## config.mk

```make
export PLATFORM = sky130hd
export DESIGN_NAME = dmem_port_arbiter
export DESIGN_NICKNAME = d
export VERILOG_FILES = /design/src/rtl/dmem_arb_pkg.sv /design/src/rtl/dmem_arb_sat_counter.sv /design/src/rtl/dmem_port_arbiter.sv
export SDC_FILE = /design/constraint.sdc
export NUM_CORES = 1
export LEC_CHECK = 0
export ABC_AREA = 1
export BUFFER_PORTS_ARGS = -buffer_cell sky130_fd_sc_hd__buf_2
export CAP_MARGIN = 20
export CORE_AREA = 2 2 116 118
export DETAILED_ROUTE_END_ITERATION = 12
export DIE_AREA = 0 0 118 120
export PLACE_DENSITY = 0.7
export SLEW_MARGIN = 20
export SYNTH_ARGS = -nofsm -noshare
export SYNTH_HDL_FRONTEND = slang
export SYNTH_SLANG_ARGS = --single-unit
export TNS_END_PERCENT = 50
```

## constraint.sdc

```tcl
create_clock -name clk -period 4.1 [get_ports clk]
set_clock_uncertainty 0.15 [all_clocks]
set_input_delay 0.615 -clock clk [delete_from_list [all_inputs] [get_ports clk]]
set_output_delay 0.615 -clock clk [all_outputs]
set_load 0.02 [all_outputs]
```

## src/rtl/dmem_arb_pkg.sv

```systemverilog
// Shared types and defaults for the data-memory port arbiter:
// lock-state encoding, port-owner encoding and default starvation limits.
package dmem_arb_pkg;

   typedef enum logic {
      S_CORE = 1'b0,
      S_DMA  = 1'b1
   } arb_state_e;

   typedef enum logic [1:0] {
      OWN_NONE = 2'd0,
      OWN_CORE = 2'd1,
      OWN_DMA  = 2'd2
   } owner_e;

   localparam int unsigned DEF_MAX_WAIT  = 4;
   localparam int unsigned DEF_MAX_BURST = 8;

   // Bits needed to hold the values 0..maxVal inclusive.
   function automatic int unsigned cntWidth(input int unsigned maxVal);
      return (maxVal < 1) ? 1 : $clog2(maxVal + 1);
   endfunction

endpackage

```

## src/rtl/dmem_arb_sat_counter.sv

```systemverilog
// Saturating up-counter with synchronous clear (clear wins over increment)
// and asynchronous active-high reset.
module dmem_arb_sat_counter
   import dmem_arb_pkg::*;
#(
   parameter int unsigned      WIDTH = 4,
   parameter logic [WIDTH-1:0] MAX   = {WIDTH{1'b1}}
) (
   input  logic             clk,
   input  logic             rst,
   input  logic             inc_i,
   input  logic             clr_i,
   output logic [WIDTH-1:0] count_o
);

   logic [WIDTH-1:0] count_q;
   logic [WIDTH-1:0] count_d;

   always_comb begin
      count_d = count_q;
      if (clr_i) begin
         count_d = '0;
      end else if (inc_i && (count_q != MAX)) begin
         count_d = count_q + 1'b1;
      end
   end

   always_ff @(posedge clk or posedge rst) begin
      if (rst) begin
         count_q <= '0;
      end else begin
         count_q <= count_d;
      end
   end

   assign count_o = count_q;

endmodule

```

## src/rtl/dmem_port_arbiter.sv

```systemverilog
// Arbitrates the single-port Data_Memory between the MEM-stage core port and a DMA port.
// Optional statistics counters are enabled by defining DMEM_ARB_STATS_EN.
module dmem_port_arbiter
   import dmem_arb_pkg::*;
#(
   parameter int unsigned AW        = 32,
   parameter int unsigned DW        = 32,
   parameter int unsigned MAX_WAIT  = DEF_MAX_WAIT,
   parameter int unsigned MAX_BURST = DEF_MAX_BURST
`ifdef DMEM_ARB_STATS_EN
   ,
   parameter int unsigned STAT_W    = 16
`endif
) (
   input  logic          clk,
   input  logic          rst,
   input  logic          core_req,
   input  logic          core_we,
   input  logic [AW-1:0] core_addr,
   input  logic [DW-1:0] core_wd,
   output logic [DW-1:0] core_rd,
   output logic          core_stall,
   input  logic          dma_req,
   input  logic          dma_we,
   input  logic          dma_last,
   input  logic [AW-1:0] dma_addr,
   input  logic [DW-1:0] dma_wd,
   output logic          dma_gnt,
   output logic [DW-1:0] dma_rd,
   output logic          dma_rvalid,
   output logic          mem_we,
   output logic [AW-1:0] mem_addr,
   output logic [DW-1:0] mem_wd,
   input  logic [DW-1:0] mem_rd
`ifdef DMEM_ARB_STATS_EN
   ,
   output logic [STAT_W-1:0] stat_core_stall,
   output logic [STAT_W-1:0] stat_dma_beats
`endif
);

   localparam int unsigned WAIT_W  = cntWidth(MAX_WAIT);
   localparam int unsigned BURST_W = cntWidth(MAX_BURST);
   localparam logic [WAIT_W-1:0]  WAIT_LIM  = WAIT_W'(MAX_WAIT);
   localparam logic [BURST_W-1:0] BURST_LIM = BURST_W'(MAX_BURST);

   arb_state_e        state_q;
   arb_state_e        state_d;
   owner_e            owner;
   logic              core_gnt;
   logic [WAIT_W-1:0]  wait_cnt;
   logic [BURST_W-1:0] burst_cnt;
   logic              wait_inc;
   logic              burst_inc;
   logic              burst_clr;
   logic              dma_rd_gnt;
   logic [DW-1:0]     dma_rd_q;
   logic              dma_rvalid_q;

   // Nobody owns the memory while reset is held, so no write can slip through.
   always_comb begin
      owner   = OWN_NONE;
      state_d = state_q;
      if (!rst) begin
         unique case (state_q)
            S_CORE: begin
               if (dma_req && (!core_req || (wait_cnt == WAIT_LIM))) begin
                  owner = OWN_DMA;
               end else if (core_req) begin
                  owner = OWN_CORE;
               end
               if ((owner == OWN_DMA) && !dma_last) begin
                  state_d = S_DMA;
               end
            end
            S_DMA: begin
               if (dma_req && (!core_req || (burst_cnt < BURST_LIM))) begin
                  owner = OWN_DMA;
               end else if (core_req) begin
                  owner = OWN_CORE;
               end
               if ((owner == OWN_DMA) && dma_last) begin
                  state_d = S_CORE;
               end
            end
            default: state_d = S_CORE;
         endcase
      end
   end

   always_ff @(posedge clk or posedge rst) begin
      if (rst) begin
         state_q <= S_CORE;
      end else begin
         state_q <= state_d;
      end
   end

   assign core_gnt   = (owner == OWN_CORE);
   assign dma_gnt    = (owner == OWN_DMA);
   assign core_stall = core_req & ~core_gnt & ~rst;
   assign core_rd    = mem_rd;

   always_comb begin
      mem_we   = 1'b0;
      mem_addr = '0;
      mem_wd   = '0;
      if (core_gnt) begin
         mem_we   = core_we;
         mem_addr = core_addr;
         mem_wd   = core_wd;
      end else if (dma_gnt) begin
         mem_we   = dma_we;
         mem_addr = dma_addr;
         mem_wd   = dma_wd;
      end
   end

   // Burst count restarts whenever the core gets a beat or the lock is released.
   assign wait_inc  = dma_req & ~dma_gnt & core_req;
   assign burst_inc = dma_gnt & core_req;
   assign burst_clr = core_gnt | ((state_q == S_DMA) && (state_d == S_CORE));

   dmem_arb_sat_counter #(
      .WIDTH (WAIT_W),
      .MAX   (WAIT_LIM)
   ) u_wait_cnt (
      .clk     (clk),
      .rst     (rst),
      .inc_i   (wait_inc),
      .clr_i   (dma_gnt),
      .count_o (wait_cnt)
   );

   dmem_arb_sat_counter #(
      .WIDTH (BURST_W),
      .MAX   (BURST_LIM)
   ) u_burst_cnt (
      .clk     (clk),
      .rst     (rst),
      .inc_i   (burst_inc),
      .clr_i   (burst_clr),
      .count_o (burst_cnt)
   );

   assign dma_rd_gnt = dma_gnt & ~dma_we;

   always_ff @(posedge clk or posedge rst) begin
      if (rst) begin
         dma_rd_q     <= '0;
         dma_rvalid_q <= 1'b0;
      end else begin
         dma_rvalid_q <= dma_rd_gnt;
         if (dma_rd_gnt) begin
            dma_rd_q <= mem_rd;
         end
      end
   end

   assign dma_rd     = dma_rd_q;
   assign dma_rvalid = dma_rvalid_q;

`ifdef DMEM_ARB_STATS_EN
   dmem_arb_sat_counter #(
      .WIDTH (STAT_W)
   ) u_stat_stall (
      .clk     (clk),
      .rst     (rst),
      .inc_i   (core_stall),
      .clr_i   (1'b0),
      .count_o (stat_core_stall)
   );

   dmem_arb_sat_counter #(
      .WIDTH (STAT_W)
   ) u_stat_beats (
      .clk     (clk),
      .rst     (rst),
      .inc_i   (dma_gnt),
      .clr_i   (1'b0),
      .count_o (stat_dma_beats)
   );
`endif

endmodule

```

Word level (Yosys, flattened, before mapping)
Index checks and enable logic that the tools add are counted.

$add $sub $neg: 2. Order comparisons: 1. Eq/ne operators: 7. Muxes and demuxes: 23. Bitwise logic cells: 13. Reductions and logical operators: 13.

Operator list (number): 32-bit 2-to-1 mux (4); 2-bit 2-to-1 mux (7); 4-bit 2-to-1 mux (2); 1-bit logical AND (7); 1-bit bitwise AND (6); 2-bit == test (second input constant) (3); 1-bit 2-to-1 mux (6); 3-bit 2-to-1 mux (2); 1-bit NOT (6); 4-bit by 1-bit adder with 4-bit output (second input constant) (1); 4-bit less-than comparator (second input constant) (1); 4-bit inequality test (second input constant) (1); 2-bit case mux with 2 select lines (1); 2-bit nonzero test (2); 3-bit by 1-bit adder with 3-bit output (second input constant) (1); 3-bit == test (second input constant) (1); 3-bit inequality test (second input constant) (1); 2-bit by 1-bit == test with 1-bit output (second input constant) (1); 1-bit logical NOT (2); 1-bit logical OR (2); 1-bit case mux with 2 select lines (1); 1-bit bitwise OR (1).

Flip-flop bits (word level): 41. Output and inout port bits: 132.

Longest topological paths before layout
Gate-level depths: netlist of the first run.

Word-level depth: 15. Gate-level depth with buffers: 12. Depth with buffers taken out: 10.

Hierarchy
From an unflattened synthesis of the first run, not the netlist that was laid out.

Cells, all modules: 487. Area, all modules: 3205.6 µm².

By module, submodules not included: dmem_port_arbiter (instances 1, cells an instance 426, area an instance 2752.6 µm², seq. area each 850.8 µm²); dmem_arb_sat_counter at u_burst_cnt (instances 1, cells an instance 35, area an instance 260.2 µm², seq. area each 100.1 µm²); dmem_arb_sat_counter at u_wait_cnt (instances 1, cells an instance 26, area an instance 192.7 µm², seq. area each 75.1 µm²).

Worst setup path after synthesis of the first run
OpenSTA, ideal clock, no wires.

Path type: in2out. Start: in rst. End: out mem_addr[10]. Arrival: 2.298 ns. Required time: 3.335 ns. Path slack: 1.037 ns. Stages: 6. Path through: inv_1 -> nand2_8 -> inv_6 -> buf_4 -> nand2_1 -> o21ai_0.

Word-level cells in the longest chain between the ends: 4. Elaborated cells between the ends (all ways): 5. Classes of those cells: 2 x eq/ne; 3 x mux.

RTL lines: start, declared (line dmem_port_arbiter.sv:16) `input logic rst,`; 2-bit 2-to-1 mux (line dmem_port_arbiter.sv:64) `if (!rst) begin`; 2-bit == test (line dmem_port_arbiter.sv:100) `assign dma_gnt = (owner == OWN_DMA);`; net dma_gnt (line dmem_port_arbiter.sv:28) `output logic dma_gnt,`; 32-bit 2-to-1 mux (line dmem_port_arbiter.sv:112) `end else if (dma_gnt) begin`; 32-bit 2-to-1 mux (line dmem_port_arbiter.sv:108) `if (core_gnt) begin`; end, declared (line dmem_port_arbiter.sv:32) `output logic [AW-1:0] mem_addr,`.

The timed path passes the listed nets, and every way through them passes these cells.

Worst setup path after layout of the first run
Start: reg u_wait_cnt.count_q[0], in the netlist u_wait_cnt.count_o[0]. End: out mem_addr[19].

Word-level cells in the longest chain between the ends: 11. Elaborated cells between the ends (all ways): 12. Classes of those cells: 3 x eq/ne; 7 x mux; 2 x reduce/logical.

RTL lines: start, declared (line dmem_arb_sat_counter.sv:16) `logic [WIDTH-1:0] count_q;`; start signal, assigned (line dmem_arb_sat_counter.sv:32) `count_q <= count_d;`; 3-bit == test * (line dmem_port_arbiter.sv:67) `if (dma_req && (!core_req || (wait_cnt == WAIT_LIM))) begin`; 1-bit logical OR * (line dmem_port_arbiter.sv:67); 1-bit logical AND * (line dmem_port_arbiter.sv:67); 2-bit 2-to-1 mux * (line dmem_port_arbiter.sv:67); 2-bit 2-to-1 mux * (line dmem_port_arbiter.sv:65) `unique case (state_q)`; 2-bit 2-to-1 mux * (line dmem_port_arbiter.sv:64); 2-bit case mux with 2 select lines * (line dmem_port_arbiter.sv:65); 2-bit 2-to-1 mux * (line dmem_port_arbiter.sv:64); 2-bit == test (line dmem_port_arbiter.sv:100); 32-bit 2-to-1 mux (line dmem_port_arbiter.sv:112); 32-bit 2-to-1 mux * (line dmem_port_arbiter.sv:108).

Every way passes the cells marked *; elsewhere a longest branch is shown, timed or not. The select of a mux whose other input is x is not followed.

==> summary.md, run 1 <==
| Metric | Value |
|---|---|
| Detail Route Antenna Nets | 0 |
| Top_reg_cell synth | dfrtp_1 |
| Number of remaining DRC errors | 0 |
| Dpl hpwl | 9.77 mm |
| First-pass DRT Iterations | 4 |
| CTS root buf | clkbuf_16 |
| Worst EP required | 3.34 ns |
| Layout net count | 879 |
| Routed vias | 3689 |
| Cts hold-fix bufs | 0 |
| Critical Path AT | 2.36 ns |
| Sink Count | 41 |
| RSZ-0062 raised after global routing | no |
| First-pass GRT wire length | 17.9 mm |
| Leakage | 2.93 nW |
| Power Density | 451 nW/µm² |
| Mapped cell area | 3260 µm² |
| Total of max-cap violations | 0 |
| Post-layout instance area | 4730 µm² |
| Worst slew pin tran | 0.791 ns |
| Gr busiest metal | met2 |
| Tcrit/Tclk final | 76.2% |
| CTS buffer count | 5 |
| RePlAce Congestion | 0.860 |
| Syn. warnings | 0 |
| CTS tree | yes |
| Die Y | 120 µm |
| Rows | 42 |
| Max Fanout on Critical Path | 67 |
| Proportion of layout cells with a drive suffix above 1 | 53.6% |
| Post-Syn Nets | 626 |
| Cell with the most instances after synthesis | nand2_1 |
| Antenna violations before repair | 0 |
| Top cell type's share of synthesized area | 31.5% |
| Final hold viol count | 0 |
| Slew headroom | 47.3% |
| Netlist cell types | 27 |
| Total Wirelength | 12.1 mm |
| Post-CTS setup buffers | 0 |
| Via density | 4.17 |
| Post-cts sizing count | 0 |
| DRT iter0 DRCs | 239 |
| Die X | 118 µm |
| CP startpoint kind | flop |
| Final Setup Violations | 0 |
| CP Class | reg2out |
| DIE AREA | 14200 µm² |
| Clock buffer depth | 2 |
| Status | finished, final reports clean |
| Starting Density | 25.1% |
| Antenna diode count | 0 |
| Max-slew violations | 0 |
| CP endpoint kind | primary output |
| Vias in the first global route | 3285 |
| GRT met3 Usage | 5.23% |
| Worst skew pair latency | 0.28 ns |
| Synthesized area per cell | 7.16 µm² |
| Mapped Cells | 455 |
| GR Util All Layers | 16.1% |
| Register area share after synthesis | 31.5% |
| M2 GR Usage | 27.0% |
| Filler cell count | 1447 |
| Grt ovf | 0 |
| Synth area leader | dfrtp_1 |
| WL/cell | 13.7 µm |
| Util after Layout | 36.4% |
| Setup TNS | 0 ns |
| CTS H-tree lvls | 2 |
| Largest cells by area after synthesis | dfrtp_1, nand2_1, o21ai_0, inv_1, buf_4 |
| Number of synthesized flops with an enable pin | 0 |
| Clock transition at path regs | 0.06 ns |
| Commonest cells in the netlist | nand2_1, inv_1, o21ai_0, dfrtp_1, buf_4 |
| Worst hold path class | reg2reg |
| I/O pin count | 299 |
| GR Util met1 | 20.1% |
| Worst VDD drop | 335 µV |
| Tmin final | 3.12 ns |
| Dpl cell area | 4560 µm² |
| Synthesis-stage register bit count | 41 |
| Hold WS | 0.345 ns |
| Largest net degree at the start of global routing | 68 |
| Async SR Flop Fraction | 100% |
| Layout area overhead | 45.3% |
| Core box area | 13000 µm² |
| IO Port Bufs | 298 |
| Fmax | 320 MHz |
layout make-up:
| type | count | area, µm² | share of cell area [%] |
|---|---|---|---|
| repair buffers | 301 | 1510 | 32.0 |
| multi-input cells | 277 | 1490 | 31.4 |
| flip-flops and latches | 41 | 1030 | 21.7 |
| inverters | 82 | 313 | 6.61 |
| well taps | 176 | 220 | 4.66 |
| clock buffers | 5 | 125 | 2.65 |
| clock inverters | 3 | 46.3 | 0.979 |
layer usage:
metal	vias to the layer above	share of wire, %
li1	1862	-
met1	1632	42
met2	187	47
met3	8	10
met4	0	0.98
met5	-	0
report_power, final:
group | switching, mW | internal, mW
logic | 0.689 | 0.340
registers | 0.0841 | 0.564
clock network | 0.166 | 0.288
total | 0.939 | 1.19
kinds of logic (layout without fill, tap and decap cells):
family          after synthesis  count (layout)  synth area share, %
buf+inv                     137             391                 22.9
simple gates                168             168                 24.1
fa+ha+maj                     4               4                 1.54
flops                        41              41                 31.5
xor+xnor                      3               3                0.807
compound gates              102             102                 19.2
flip-flops by register name (all words and copies together) (netlist names):
| signal | cells |
|---|---|
| dma_rvalid | 1 |
| state_q | 1 |
| u_burst_cnt.count_o | 4 |
| dma_rd | 32 |
| u_wait_cnt.count_o | 3 |
metrics by stage:
step / power (mW) / setup WS [ns] / cells
3_5_place_dp: 1.70 / 1.13 / 877
4_1_cts: 2.17 / 0.956 / 885
5_1_grt: 2.28 / 0.742 / 885
6_report: 2.13 / 0.977 / 885
3_3_place_gp: 1.68 / 1.14 / 877
2_1_floorplan: 1.33 / 1.04 / 455
worst max-delay path: stages, from the launching register on:
cell,delay [ns]
dfrtp_1,0.40
inv_1,0.06
ha_1,0.13
nand2_1,0.08
nand2_1,0.09
nand2_2,0.09
nand2_4,0.10
nand2_8,0.15
inv_6,0.47
nand2_1,0.13
o21ai_0,0.12
buf_2,0.20
path summary, 6_finish.rpt:
check | startpoint | to | slack, ns | cells after the start
max in group asynchronous | rst | dma_rd[19]$_DFFE_PP0P_ | 2.99 | 3
max reg2reg | u_wait_cnt.count_o[0]$_DFFE_PP0P_ | u_burst_cnt.count_o[0]$_DFFE_PP0P_ | 1.88 | 11
max | u_wait_cnt.count_o[0]$_DFFE_PP0P_ | mem_addr[19] | 0.98 | 11
min in group asynchronous | rst | state_q$_DFF_PP0_ | 0.43 | 3
min reg2reg | dma_rd[14]$_DFFE_PP0P_ | dma_rd[14]$_DFFE_PP0P_ | 0.34 | 2
min | dma_rd[14]$_DFFE_PP0P_ | dma_rd[14]$_DFFE_PP0P_ | 0.34 | 2
cell usage in the layout (no fill, tap or decap), types with 4 or more instances in the layout:
cell type	instances
nand3_1	12
o21ai_2	30
inv_1	79
ha_1	4
dfrtp_1	41
buf_2	298
nor2_1	4
clkbuf_16	5
o21ai_0	67
nand2_2	31
nand2_1	113
No activity file was read; power rests on OpenSTA's default activity.
==> run 2: changes to the inputs <==
CORE_AREA = 2 2 117 119   (was 2 2 116 118)
DIE_AREA = 0 0 119 121   (was 0 0 118 120)
PLACE_DENSITY = 0.72   (was 0.7)
clock period = 2.75 ns   (was 4.1 ns; I/O delays follow)
==> run 2 against run 1 <==
Compared with the run above:
- register-to-register slack worse by 1.3 ns
- cell count is 0.68% higher
- clock power is 49% higher
- combinational power is 53% higher
- largest cell class unchanged
- final area is 2.3% higher
- non-clock buffer count is 6 higher
- critical path depth is 1 higher
- sequential power is 50% higher
- critical endpoint is now mem_addr[25]
- flip-flop and latch count stayed put
- clock-buffer cell count stayed put
- worst hold slack worse by 0.17 ns
==> summary.md, run 2 (same netlist as run 1, synthesis figures left out) <==
| Metric | Value |
|---|---|
| Layout net count | 885 |
| Filler cell count | 1363 |
| Cts hold-fix bufs | 0 |
| RSZ-0062 raised after global routing | no |
| Proportion of layout cells with a drive suffix above 1 | 54.0% |
| RePlAce Congestion | 0.820 |
| Post-layout instance area | 4840 µm² |
| Worst VDD drop | 420 µV |
| Hold WS | 0.171 ns |
| Status | finished, final reports clean |
| WL/cell | 13.0 µm |
| Leakage | 2.98 nW |
| DRT iter0 DRCs | 228 |
| Largest net degree at the start of global routing | 42 |
| Max-slew violations | 0 |
| Worst skew pair latency | 0.28 ns |
| Die X | 119 µm |
| Total Wirelength | 11.6 mm |
| Grt ovf | 0 |
| Fmax | 383 MHz |
| Core box area | 13100 µm² |
| Worst EP required | 2.19 ns |
| Setup TNS | 0 ns |
| CP Class | reg2out |
| Dpl cell area | 4610 µm² |
| Final instance count without filler cells | 891 |
| PnR Total Power | 3.22 mW |
| Slew headroom | 65.1% |
| Worst hold path class | in2reg |
| Clock transition at path regs | 0.06 ns |
| First-pass GRT wire length | 17.1 mm |
| Tmin final | 2.61 ns |
| DIE AREA | 14400 µm² |
| Antenna violations before repair | 0 |
| Starting Density | 24.9% |
| IO Port Bufs | 298 |
| Die Y | 121 µm |
| First-pass DRT Iterations | 4 |
| CP startpoint kind | flop |
| Max Fanout on Critical Path | 32 |
| Vias in the first global route | 3422 |
| Critical Path AT | 2.05 ns |
| Largest register FFs | 32 |
| Detail Route Antenna Nets | 0 |
| Dpl hpwl | 9.13 mm |
| I/O pin count | 299 |
| CTS H-tree lvls | 2 |
| CTS buffer count | 5 |
| CTS tree | yes |
| Util after Layout | 37.0% |
| Via density | 4.18 |
| Post-Place Worst Slack | 0.260 ns |
| Sink Count | 41 |
| Final Worst Setup Slack | 0.136 ns |
| Number of remaining DRC errors | 0 |
| CP endpoint kind | primary output |
| Clock buffer depth | 2 |
| Final Setup Violations | 0 |
| Final hold viol count | 0 |
| Placed Instances | 881 |
| GR Util All Layers | 14.8% |
| Rows | 42 |
| Antenna diode count | 0 |
| Worst slew pin tran | 0.523 ns |
| Tcrit/Tclk final | 95.1% |
| Routed vias | 3721 |
| Total of max-cap violations | 0 |
| Commonest non-fill, non-tap cell in the layout | buf_2 |
| Reg area | 1030 µm² |
| Multi-input logic area | 1490 µm² |
| Power Density | 666 nW/µm² |
| Layout area overhead | 48.7% |
| Most frequent cells in the layout | buf_2, nand2_1, inv_1 |
| CTS root buf | clkbuf_16 |
==> run 2: layer usage <==
layer	wire length [µm]	GRT usage [%]	vias up
met2	5620	26.5	205
met3	1030	3.15	13
li1	-	-	1876
met4	182	4.46	0
met5	0	0	-
met1	4720	17.8	1627
==> run 2: cell type report <==
class,count,area share [%]
Tap cell,176,4.55
Sequential cell,41,21.2
Timing Repair Buffer,307,33.2
Clock buffer,5,2.59
Clock inverter,3,0.957
Inverter,82,6.62
Multi-Input combinational cell,277,30.8
==> run 2: critical path: stages (launching register included) <==
cell	delay [ns]
dfrtp_1	0.40
inv_1	0.07
ha_1	0.13
nand2_1	0.08
nand2_1	0.09
nand2_2	0.09
nand2_4	0.11
nand2_8	0.07
inv_12	0.15
buf_12	0.21
nand2_1	0.06
o21ai_0	0.09
buf_2	0.20
==> run 2: where the power goes <==
part	total (mW)	switching [mW]	internal [mW]	leakage, nW
clock network	0.675	0.245	0.430	0.0800
logic	1.58	1.04	0.541	2.38
registers	0.970	0.128	0.842	0.520
==> run 2: worst paths after layout <==
| kind | startpoint | end | slack [ns] | cells past startpoint |
|---|---|---|---|---|
| worst max-delay path | u_wait_cnt.count_o[0]$_DFFE_PP0P_ | mem_addr[25] | 0.14 | 12 |
| worst min register to register | dma_rd[14]$_DFFE_PP0P_ | dma_rd[14]$_DFFE_PP0P_ | 0.34 | 2 |
| worst max register to register | u_wait_cnt.count_o[0]$_DFFE_PP0P_ | dma_rd[24]$_DFFE_PP0P_ | 0.61 | 11 |
| max in group asynchronous | rst | dma_rd[12]$_DFFE_PP0P_ | 1.86 | 3 |
| min in group asynchronous | rst | u_burst_cnt.count_o[2]$_DFFE_PP0P_ | 0.22 | 3 |
| worst min-delay path | dma_last | state_q$_DFF_PP0_ | 0.17 | 2 |
==> run 2: repair_timing <==
action                                  in CTS  in global routing
hold endpoints to repair                     0                  0
buffers inserted                             0                  1
cloned                                       1                  0
gates resized for setup                      1                  3
pin swaps                                    0                  0
endpoints found under the setup margin       3                 46
==> run 3: changes to the inputs <==
PLACE_DENSITY = 0.7   (was 0.72)
clock period = 3 ns   (was 2.75 ns; I/O delays follow)
==> run 3 against run 2 <==
Compared with the run above:
- worst hold slack better by 0.055 ns
- flip-flop and latch count is the same
- sequential share of layout area increased by 0.53 points
- via count fell by 0.19%
- final area is 2.5% lower
- clock-buffer cell count is the same
- critical path type unchanged
- largest cell class unchanged
==> summary.md, run 3 (same netlist as run 1, synthesis figures left out) <==
| Metric | Value |
|---|---|
| Status | finished, final reports clean |
| Antenna violations before repair | 0 |
| Dpl hpwl | 9.61 mm |
| Via density | 4.18 |
| Clock share of power | 18.4% |
| Routed vias | 3714 |
| Largest register FFs | 32 |
| CP startpoint kind | flop |
| IO Port Bufs | 298 |
| Post-CTS setup buffers | 0 |
| CTS H-tree lvls | 2 |
| Proportion of layout cells with a drive suffix above 1 | 53.7% |
| Die Y | 121 µm |
| RSZ-0062 raised after global routing | no |
| Slowest cell on the critical path | dfrtp_1 |
| CTS root buf | clkbuf_16 |
| Power Density | 597 nW/µm² |
| Setup TNS | 0 ns |
| CP endpoint kind | primary output |
| Detail Route Antenna Nets | 0 |
| Comb pwr share | 50.1% |
| Rows | 42 |
| RePlAce Congestion | 0.881 |
| Total Wirelength | 11.7 mm |
| First-pass DRT Iterations | 4 |
| Number of remaining DRC errors | 0 |
| Layout net count | 881 |
| Clock transition at path regs | 0.06 ns |
| P_sw | 1.27 mW |
| Grt ovf | 0 |
| Post-Place Worst Slack | 0.387 ns |
| CTS buffer count | 5 |
| I/O pin count | 299 |
| Clock buffer depth | 2 |
| Layout area overhead | 45.0% |
| Sink Count | 41 |
| Commonest non-fill, non-tap cell in the layout | buf_2 |
| Most frequent cells in the layout | buf_2, nand2_1, inv_1 |
| First-pass GRT wire length | 17.1 mm |
| Met2 WL post-DR | 5.69 mm |
| Top delay family on crit path | buffers and inverters |
| Worst skew pair latency | 0.27 ns |
| Tmin final | 2.79 ns |
| Largest net degree at the start of global routing | 68 |
| Max Fanout on Critical Path | 67 |
| Die X | 119 µm |
| Tcrit/Tclk final | 93.0% |
| WL/cell | 13.2 µm |
| Total of max-cap violations | 0 |
| Worst EP required | 2.40 ns |
| Starting Density | 24.9% |
| Cell mode on critical path | nand2_1 |
| Worst VDD drop | 431 µV |
| M1 WL | 4.65 mm |
| Fmax | 358 MHz |
| Critical Path AT | 2.19 ns |
| Worst hold path class | in2reg |
| CP max stage delay | 0.40 ns |
| CP Class | reg2out |
| Final hold viol count | 0 |
| Bufs and invs on worst path | 3 |
| Top routing layer used | met4 |
| Vias in the first global route | 3341 |
| Leakage | 2.93 nW |
| Final Setup Violations | 0 |
| Slew headroom | 65.1% |
| Max-slew violations | 0 |
| Final Worst Setup Slack | 0.210 ns |
| Met3 Wirelength | 1.16 mm |
| DRT iter0 DRCs | 224 |
| Worst slew pin tran | 0.524 ns |
| Core box area | 13100 µm² |
| GR Util All Layers | 15.1% |
| DIE AREA | 14400 µm² |
| Sw frac | 45.1% |
| Cell internal pwr | 1.55 mW |
| CTS tree | yes |
| Crit-path cells | inv_1, ha_1, nand2_1, nand2_1, nand2_2, nand2_4, nand2_8, inv_8, nand2_1, o21ai_0, buf_2 |
| Sequential power share | 31.5% |
[run 3: tightest hold or removal path, stage by stage]
cell     delay (ns)
buf_2          0.08
nand2_1        0.04
nand2_1        0.05
[run 3: metal layers]
layer	GRT usage, %	vias up
met1	18.5	1610
met2	26.2	220
li1	-	1870
met5	0	-
met4	5.28	0
met3	3.15	14
[run 3: path summary, 6_finish.rpt]
| kind | from | end | slack [ns] | cells after the start |
|---|---|---|---|---|
| hold reg to reg | dma_rd[1]$_DFFE_PP0P_ | dma_rd[1]$_DFFE_PP0P_ | 0.34 | 2 |
| max in group asynchronous | rst | dma_rd[20]$_DFFE_PP0P_ | 2.07 | 3 |
| hold / removal | mem_rd[9] | dma_rd[9]$_DFFE_PP0P_ | 0.23 | 3 |
| setup reg to reg | u_wait_cnt.count_o[0]$_DFFE_PP0P_ | dma_rd[25]$_DFFE_PP0P_ | 0.95 | 11 |
| setup / recovery | u_wait_cnt.count_o[0]$_DFFE_PP0P_ | mem_addr[24] | 0.21 | 11 |
| min in group asynchronous | rst | state_q$_DFF_PP0_ | 0.27 | 3 |
[run 3: power by group through the flow]
stage	clock network (mW)	registers, mW	logic, mW
after floorplan	0	1.13	0.691
after global placement	0	0.892	1.41
after detailed placement	0	0.886	1.43
after CTS	0.539	0.888	1.43
after global routing	0.557	0.916	1.52
final	0.519	0.887	1.41
[run 3: cell type report]
class	count	area [µm²]
Timing Repair Buffer	303	1530
Antenna cell	1	2.50
Fill cell	1424	8360
Clock inverter	3	17.5
Inverter	82	315
Tap cell	176	220
Multi-Input combinational cell	277	1490
Sequential cell	41	1030
Clock buffer	5	125
[run 3: stage by stage]
| step | instances | cell area, µm² | power [mW] | hold WS (ns) | util (%) |
|---|---|---|---|---|---|
| floorplan | 455 | 3260 | 1.82 | 0.353 | - |
| global placement | 879 | 4570 | 2.30 | 0.326 | 34.9 |
| detailed placement | 879 | 4570 | 2.31 | 0.329 | 34.9 |
| CTS | 887 | 4720 | 2.85 | 0.220 | 36.0 |
| global route | 887 | 4720 | 3.00 | 0.228 | 36.1 |
| finish | 888 | 4720 | 2.82 | 0.227 | 36.1 |
[run 3: repair_timing]
item | in CTS | in global routing
setup endpoints to repair | 0 | 14
hold buffers | 0 | 0
gates resized for setup | 0 | 1
